File: config.mk
export PLATFORM = sky130hd
export DESIGN_NAME = lcd_ctrl
export DESIGN_NICKNAME = d
export VERILOG_FILES = /design/src/rtl/lcd_pkg.sv /design/src/rtl/lcd_timer.sv /design/src/rtl/lcd_ctrl.sv
export SDC_FILE = /design/constraint.sdc
export NUM_CORES = 1
export LEC_CHECK = 0
export ABC_AREA = 1
export BUFFER_PORTS_ARGS = -buffer_cell sky130_fd_sc_hd__buf_2
export CAP_MARGIN = 20
export CORE_MARGIN = 2
export CORE_UTILIZATION = 40
export CTS_BUF_LIST = sky130_fd_sc_hd__clkbuf_8
export DETAILED_ROUTE_END_ITERATION = 8
export PLACE_DENSITY_LB_ADDON = 0.2
export SLEW_MARGIN = 10
export SYNTH_ARGS = -nofsm -noshare
export SYNTH_HDL_FRONTEND = slang
export SYNTH_SLANG_ARGS = --single-unit
export TNS_END_PERCENT = 20
File: constraint.sdc
create_clock -name i_clk -period 1.8 [get_ports i_clk]
set_input_delay 0.18 -clock i_clk [delete_from_list [all_inputs] [get_ports i_clk]]
set_output_delay 0.18 -clock i_clk [all_outputs]
set_load 0.005 [all_outputs]
File: src/rtl/lcd_pkg.sv
`default_nettype none
// ============================================================================
// Module   : lcd_pkg
// Purpose  : Shared types, HD44780 command constants and helper functions
//            for the character-LCD write sequencer.
//            Optional power-up initialisation is enabled by LCD_INIT_EN.
// Revision : 1.0 - initial release
// ============================================================================
package lcd_pkg;

  // Sequencer states; the power-up/init states exist only with LCD_INIT_EN.
  typedef enum logic [2:0] {
    IDLE  = 3'd0,
    SETUP = 3'd1,
    PULSE = 3'd2,
    HOLD  = 3'd3,
    EXEC  = 3'd4
`ifdef LCD_INIT_EN
    ,
    PWRUP = 3'd5,
    INIT  = 3'd6
`endif
  } lcd_state_e;

  localparam logic [7:0] LCD_CMD_CLEAR     = 8'h01;
  localparam logic [7:0] LCD_CMD_HOME      = 8'h02;
  localparam logic [7:0] LCD_CMD_FUNC_8B2L = 8'h38;
  localparam logic [7:0] LCD_CMD_DISP_ON   = 8'h0C;
  localparam logic [7:0] LCD_CMD_ENTRY     = 8'h06;

  // Number of commands in the internal init sequence.
  localparam int LCD_INIT_LEN = 4;

  // Init sequence: 8-bit/2-line, display on, clear, entry mode increment.
  function automatic logic [7:0] lcd_init_cmd(input logic [1:0] idx);
    logic [7:0] cmd;
    case (idx)
      2'd0:    cmd = LCD_CMD_FUNC_8B2L;
      2'd1:    cmd = LCD_CMD_DISP_ON;
      2'd2:    cmd = LCD_CMD_CLEAR;
      default: cmd = LCD_CMD_ENTRY;
    endcase
    return cmd;
  endfunction

  // Clear (0x01) and home (0x02/0x03) need the long execution wait.
  function automatic logic lcd_is_long_cmd(input logic rs, input logic [6:0] data_hi);
    return !rs && ((data_hi == 7'b000_0000) || (data_hi == 7'b000_0001));
  endfunction

  function automatic int lcd_max(input int a, input int b);
    return (a > b) ? a : b;
  endfunction

  // Counter load value for a dwell of d cycles minus 'sub', floored at zero.
  function automatic int lcd_dwell(input int d, input int sub);
    return (d > sub) ? (d - sub) : 0;
  endfunction

endpackage
`default_nettype wire

File: src/rtl/lcd_timer.sv
`default_nettype none
// ============================================================================
// Module   : lcd_timer
// Purpose  : Loadable down-counter with zero flag; the sequencer loads it on
//            every state entry and advances when it reaches zero.
//            (No LCD_INIT_EN dependency.)
// Revision : 1.0 - initial release
// ============================================================================
module lcd_timer #(
  parameter int W = 8
) (
  input  logic         clk_i,
  input  logic         rst_i,
  input  logic         load_i,
  input  logic [W-1:0] load_val_i,
  output logic         zero_o
);

  logic [W-1:0] cnt_q;

  // Load has priority; otherwise count down and stick at zero.
  always_ff @(posedge clk_i) begin
    if (rst_i) begin
      cnt_q <= '0;
    end else if (load_i) begin
      cnt_q <= load_val_i;
    end else if (cnt_q != '0) begin
      cnt_q <= cnt_q - W'(1);
    end
  end

  assign zero_o = (cnt_q == '0);

endmodule
`default_nettype wire

File: src/rtl/lcd_ctrl.sv
`default_nettype none
// ============================================================================
// Module   : lcd_ctrl
// Purpose  : HD44780-style character-LCD write sequencer. Accepts one
//            command/data byte per valid/ready handshake and generates the
//            RS/RW/EN/DATA pin timing with cycle-counted delays.
//            Define LCD_INIT_EN to add the power-up wait and internal
//            init sequence (0x38, 0x0C, 0x01, 0x06) after reset.
// Revision : 1.0 - initial release
// ============================================================================
module lcd_ctrl
  import lcd_pkg::*;
#(
  parameter int T_AS_CYC    = 2,
  parameter int T_PW_CYC    = 12,
  parameter int T_H_CYC     = 1,
  parameter int T_EXEC_CYC  = 2000,
  parameter int T_CLR_CYC   = 82000,
  parameter int T_PWRUP_CYC = 750000
) (
  input  logic       i_clk,
  input  logic       i_rst,
  input  logic       i_req_valid,
  output logic       o_req_ready,
  input  logic       i_req_rs,
  input  logic [7:0] i_req_data,
  input  logic       i_lcd_on,
  output logic       o_busy,
  output logic       o_done,
  output logic [7:0] o_lcd_data,
  output logic       o_lcd_rs,
  output logic       o_lcd_rw,
  output logic       o_lcd_en,
  output logic       o_lcd_on
);

  localparam int MAX_DLY = lcd_max(lcd_max(lcd_max(T_AS_CYC, T_PW_CYC), lcd_max(T_H_CYC, T_EXEC_CYC)),
                                   lcd_max(T_CLR_CYC, T_PWRUP_CYC));
  localparam int CW      = $clog2(MAX_DLY) + 1;

  // A state lasting D cycles loads D-1. EXEC loads one less because the
  // accept cycle in IDLE is part of the accept-to-ready window, which then
  // equals T_AS+T_PW+T_H+exec exactly.
  localparam logic [CW-1:0] LD_AS    = CW'(lcd_dwell(T_AS_CYC, 1));
  localparam logic [CW-1:0] LD_PW    = CW'(lcd_dwell(T_PW_CYC, 1));
  localparam logic [CW-1:0] LD_H     = CW'(lcd_dwell(T_H_CYC, 1));
  localparam logic [CW-1:0] LD_EXEC  = CW'(lcd_dwell(T_EXEC_CYC, 2));
  localparam logic [CW-1:0] LD_CLR   = CW'(lcd_dwell(T_CLR_CYC, 2));
`ifdef LCD_INIT_EN
  localparam logic [CW-1:0] LD_PWRUP = CW'(lcd_dwell(T_PWRUP_CYC, 1));
  localparam lcd_state_e    RST_STATE = INIT;
`else
  localparam lcd_state_e    RST_STATE = IDLE;
`endif

  lcd_state_e    state_q, state_d;
  logic          rs_q, rs_d;
  logic [7:0]    data_q, data_d;
  logic          en_q;
  logic          done_q, done_d;
  logic          on_q;
  logic          tmr_load;
  logic [CW-1:0] tmr_val;
  logic          tmr_zero;
`ifdef LCD_INIT_EN
  logic          init_q, init_d;   // current transfer belongs to the init sequence
  logic [2:0]    idx_q, idx_d;     // next init command to issue
  logic          pwr_q, pwr_d;     // power-up wait already started
`endif

  lcd_timer #(
    .W (CW)
  ) u_timer (
    .clk_i      (i_clk),
    .rst_i      (i_rst),
    .load_i     (tmr_load),
    .load_val_i (tmr_val),
    .zero_o     (tmr_zero)
  );

  // Next-state, pin latch and timer load decisions.
  always_comb begin
    state_d  = state_q;
    rs_d     = rs_q;
    data_d   = data_q;
    done_d   = 1'b0;
    tmr_load = 1'b0;
    tmr_val  = '0;
`ifdef LCD_INIT_EN
    init_d   = init_q;
    idx_d    = idx_q;
    pwr_d    = pwr_q;
`endif
    case (state_q)
      IDLE: begin
        if (i_req_valid) begin
          rs_d     = i_req_rs;
          data_d   = i_req_data;
          state_d  = SETUP;
          tmr_load = 1'b1;
          tmr_val  = LD_AS;
        end
      end
      SETUP: begin
        if (tmr_zero) begin
          state_d  = PULSE;
          tmr_load = 1'b1;
          tmr_val  = LD_PW;
        end
      end
      PULSE: begin
        if (tmr_zero) begin
          state_d  = HOLD;
          tmr_load = 1'b1;
          tmr_val  = LD_H;
        end
      end
      HOLD: begin
        if (tmr_zero) begin
          state_d  = EXEC;
          tmr_load = 1'b1;
          tmr_val  = lcd_is_long_cmd(rs_q, data_q[7:1]) ? LD_CLR : LD_EXEC;
        end
      end
      EXEC: begin
        if (tmr_zero) begin
`ifdef LCD_INIT_EN
          if (init_q) begin
            if (idx_q == 3'(LCD_INIT_LEN)) begin
              state_d = IDLE;
              init_d  = 1'b0;
            end else begin
              state_d = INIT;
            end
          end else begin
            state_d = IDLE;
            done_d  = 1'b1;
          end
`else
          state_d = IDLE;
          done_d  = 1'b1;
`endif
        end
      end
`ifdef LCD_INIT_EN
      PWRUP: begin
        if (tmr_zero) begin
          state_d = INIT;
        end
      end
      INIT: begin
        if (!pwr_q) begin
          pwr_d    = 1'b1;
          state_d  = PWRUP;
          tmr_load = 1'b1;
          tmr_val  = LD_PWRUP;
        end else begin
          rs_d     = 1'b0;
          data_d   = lcd_init_cmd(idx_q[1:0]);
          idx_d    = idx_q + 3'd1;
          state_d  = SETUP;
          tmr_load = 1'b1;
          tmr_val  = LD_AS;
        end
      end
`endif
      default: state_d = IDLE;
    endcase
  end

  // State and pin registers; EN is registered from the next state so the
  // strobe comes straight off a flop.
  always_ff @(posedge i_clk) begin
    if (i_rst) begin
      state_q <= RST_STATE;
      rs_q    <= 1'b0;
      data_q  <= 8'h00;
      en_q    <= 1'b0;
      done_q  <= 1'b0;
`ifdef LCD_INIT_EN
      init_q  <= 1'b1;
      idx_q   <= 3'd0;
      pwr_q   <= 1'b0;
`endif
    end else begin
      state_q <= state_d;
      rs_q    <= rs_d;
      data_q  <= data_d;
      en_q    <= (state_d == PULSE);
      done_q  <= done_d;
`ifdef LCD_INIT_EN
      init_q  <= init_d;
      idx_q   <= idx_d;
      pwr_q   <= pwr_d;
`endif
    end
  end

  // Backlight/power enable is a plain one-cycle-delayed copy.
  always_ff @(posedge i_clk) begin
    if (i_rst) begin
      on_q <= 1'b0;
    end else begin
      on_q <= i_lcd_on;
    end
  end

  assign o_req_ready = (state_q == IDLE);
  assign o_busy      = ~o_req_ready;
  assign o_done      = done_q;
  assign o_lcd_data  = data_q;
  assign o_lcd_rs    = rs_q;
  assign o_lcd_rw    = 1'b0;
  assign o_lcd_en    = en_q;
  assign o_lcd_on    = on_q;

endmodule
`default_nettype wire
# Word-level counts from Yosys, hierarchy flattened
# Cells that the tools add are included.
# classes
add_sub_neg	1
eq_ne	6
muxes	16
bitwise	2
n_reduce_logical	11
# op_table
cell	n
$pmux 17 s3	1
$mux 21	2
$mux 17	2
$logic_not 21->1	1
$reduce_bool 21->1	1
$sub 21x1->21 const B	1
$mux 3	5
$pmux 3 s5	1
$eq 3x2->1 const B	3
$eq 7x1->1 const B	1
$logic_not 7->1	1
$mux 4	1
$eq 3x1->1 const B	1
$eq 3x3->1 const B	1
$logic_not 3->1	1
$mux 1	3
$reduce_or 3->1	1
$not 1->1	2
$pmux 1 s2	1
$reduce_and 2->1	1
$reduce_bool 2->1	1
$reduce_or 2->1	1
$logic_and 1x1->1	1
$logic_not 1->1	1
$logic_or 1x1->1	1
# totals
regBits	36
in_bits	13
word_cells	43

# Logic depth before layout (Yosys ltp)
# logic_depth
ltp_word	7
ltp_mapped	11

# Hierarchy
# Synthesis repeated with hierarchy kept, for this count alone.
# hier_totals
hier_cells	334
hier_area_um2	2119.5
# modules_own_cells
mod	instances	cells_per_inst	area_per_inst_um2	seq_area_each_um2
lcd_timer	1	224	1415.1	420.4
lcd_ctrl	1	110	704.4	300.3

# Worst setup path before layout
# Ideal clock, no wire load.
# synth_timing
kind	register -> register
startpoint	register u_timer.cnt_q[0]
endpoint	register u_timer.cnt_q[13]
arrival_ps	1533
required_time_ps	1687
path_slack_ps	154
path_stages_with_launch	11
period_less_slack_ps	1646
cell_sequence	dfxtp_1 > inv_1 > ha_1 > nand2_2 > nor2_8 > nand2_4 > nor2_8 > nand3_4 > buf_6 > a21oi_2 > nor2_1
# synth_via
elab_chain_cells	4
word_cells_on_any_way	10
cone_classes	1 x add/sub; 6 x mux; 3 x reduce/logical
# synth_lines
element	line_no	source
start, declared	lcd_timer.sv:19	logic [W-1:0] cnt_q;
start signal, assigned	lcd_timer.sv:26	cnt_q <= load_val_i;
start signal, assigned	lcd_timer.sv:28	cnt_q <= cnt_q - W'(1);
parallel branches: the longest is 4 deep, another holds $sub 21x1->21	-	
# Parallel ways; which one is timed is not known. The select of a mux whose other input is x is not followed.
# A chain may end at the register's enable or synchronous reset.

# Worst setup path in the final report
# layout_timing
startpoint	register u_timer.cnt_q[6]
endpoint	register u_timer.cnt_q[17]
# layout_via
elab_chain_cells	4
word_cells_on_any_way	8
cone_classes	1 x add/sub; 4 x mux; 3 x reduce/logical
# layout_lines
element
parallel branches: the longest is 4 deep, another holds $sub 21x1->21
# Parallel ways; which one is timed is not known. The select of a mux whose other input is x is not followed.

==> impl_metrics.json <==
{
  "status": "complete, no violations",
  "drc": 0,
  "grt_max_degree": 19,
  "path_buf_inv": 1,
  "hold_violations": 0,
  "layout_setup_ws_ns": 0.153,
  "skew_ns": 0.00894,
  "fp.dieH_um": 73.0,
  "nets": 341,
  "worstHoldStart": "i_lcd_on",
  "rsz0062_at_grt": "no",
  "grt_overflow": 0,
  "drive_gt1_share_pct": 20.4,
  "synth-seq-cells": 36,
  "vias": 1832,
  "arrival_ns": 1.84,
  "die_area_mm2": 0.00532,
  "antenna_found_initial": 0,
  "yosysWarnings": 0,
  "area_growth_pct": 21.4,
  "ys_types": 30,
  "final_common_cell": "nand2_1",
  "clockBufferDepth": 2,
  "mostFrequentLayoutCells": "68 x nand2_1, 56 x nor2_1, 36 x dfxtp_1",
  "grt_pass1_wl_um": 7850,
  "finalSetupViolations": 0,
  "drt-total-wl_um": 4560,
  "final_cells": 382,
  "required_ns": 1.99,
  "maxCapViolCount": 0,
  "max_clock_freq_mhz": 607,
  "wire_per_inst_um": 11.9,
  "synth.avg_cell_area_um2": 6.72,
  "cp-start-kind": "flip-flop",
  "port-buffer-count": 26,
  "crit_family": "simple AND/OR/NAND/NOR gates",
  "place_ws_ns": 0.129,
  "yosysTopAreaCellShare_pct": 37.9,
  "syn_area_mm2": 0.00190,
  "start_util_pct": 40.8,
  "crit_path_end_kind": "flip-flop",
  "hpwl_um": 3560,
  "place.gp.congestion": 0.868,
  "slew_viol_final": 0,
  "diodes": 0,
  "cts_tree": "done",
  "fin_crit_ns": 1.65,
  "grt_pass1_vias": 1681,
  "postRouteAntennaNets": 0,
  "core_mm2": 0.00466,
  "drtIter0Drc": 84,
  "powerDensity_mw_per_mm2": 2390,
  "h-tree-depth": 2,
  "cp_slowest_stage_delay_ns": 0.34,
  "path_cells": "nor2_1 -> nand2_1 -> nor2_8 -> nand2_4 -> nor2_8 -> nand3_4 -> buf_4 -> a21oi_2 -> nor2_1",
  "p_leak_nw": 1.16,
  "setup_tns_ns": 0,
  "cts_made_buffers": 5,
  "timing.rr.start": "u_timer.cnt_q[6]",
  "routed_via_density": 4.80,
  "dp_cells": 373,
  "path_max_fanout": 7,
  "num_io_pins": 28,
  "cp-startpoint": "u_timer.cnt_q[6]",
  "synth_fp_nets": 297,
  "first_pass_iters": 4,
  "grt_use_total_pct": 19.1,
  "ctsHoldBuffers": 0,
  "seq_area_frac_synth_pct": 37.9,
  "hp-class": "in -> reg",
  "clock_latency_ns": 0.29,
  "ir_worst_vdd_mv": 0.800,
  "synth_area_leaders": "dfxtp_1 38%, nand2_1 14%, nor2_1 11%",
  "cts_num_sinks": 36,
  "die_w_um": 73.0,
  "yosysTopAreaCell": "dfxtp_1",
  "clkSlewWorstSetupHoldPaths_ns": 0.07,
  "period_share_pct": 91.5,
  "row_count": 25,
  "clockRootBuffer": "clkbuf_8",
  "crit_type": "reg -> reg",
  "syn_inst": 283,
  "cp_slowest_cell": "dfxtp_1"
}
[cells in the mapped netlist (all sizes together)]
cell type  number
nand2          71
nor4            1
nand3          27
inv            29
xor2            5
ha              1
nor2           63
clkbuf          1
a21oi          20
o21ai           6
nand4           8
dfxtp          36
xnor2           4
nor3b           1
buf             5
conb            1
nor3            3
nand3b          1
[cell type report]
class / count / area (µm²)
fill: 467 / 2350
inverter: 29 / 109
clock buffer: 5 / 68.8
tap: 54 / 67.6
timing repair buffer: 43 / 258
sequential: 36 / 721
clock inverter: 3 / 46.3
multi-input combinational: 212 / 1040
[where the power goes]
| part | switching [mW] | internal [mW] | total, mW |
|---|---|---|---|
| clock network | 0.316 | 0.417 | 0.733 |
| registers | 0.218 | 1.05 | 1.27 |
| logic | 2.16 | 1.37 | 3.53 |
[logic make-up after synthesis]
group / synth area share, %
XOR/XNOR: 4.14
AO/OA/AOI/OAI: 7.24
flip-flops: 37.9
AND/OR/NAND/NOR: 42.2
buffers and inverters: 7.63
other: 0.197
adder cells (fa/ha/maj): 0.658
[worst min-delay path, cell delays in order]
cell,delay [ns]
buf_2,0.10
inv_1,0.04
nor2_1,0.03
[flip-flops by register name (all words and copies together), names as in the netlist]
name / flops
o_done: 1
o_lcd_data: 8
o_lcd_en: 1
o_lcd_on: 1
o_lcd_rs: 1
state_q: 3
u_timer.cnt_q: 21
[per-stage QoR]
step	hold slack (ns)	utilization, %	total power, mW	cell area (µm²)
after global placement	0.382	46.8	4.77	2180
after CTS	0.0866	49.3	5.52	2300
after detailed placement	0.389	46.8	4.75	2180
final	0.0948	49.5	5.53	2310
after global routing	0.113	49.5	6.12	2310
after floorplan	0.287	-	3.89	1900
[worst paths after layout]
path         slack, ns  depth (start not counted)                end
min reg2reg       0.47                          2      o_lcd_data[1]
min               0.09                          3           o_lcd_on
max reg2reg       0.15                          9  u_timer.cnt_q[17]
max               0.15                          9  u_timer.cnt_q[17]
[repair_timing]
item,CTS,global route
gates resized for setup,0,1
setup buffers,0,1
endpoints found under the setup margin,0,5
hold endpoints to repair,0,0
[metal layers]
metal,GRT usage [%],part of all wire [%]
met3,4.14,4.3
met4,7.41,2.2
met1,26.7,50
met2,28.7,44
met5,0,0
No activity file was read; power rests on OpenSTA's default activity.
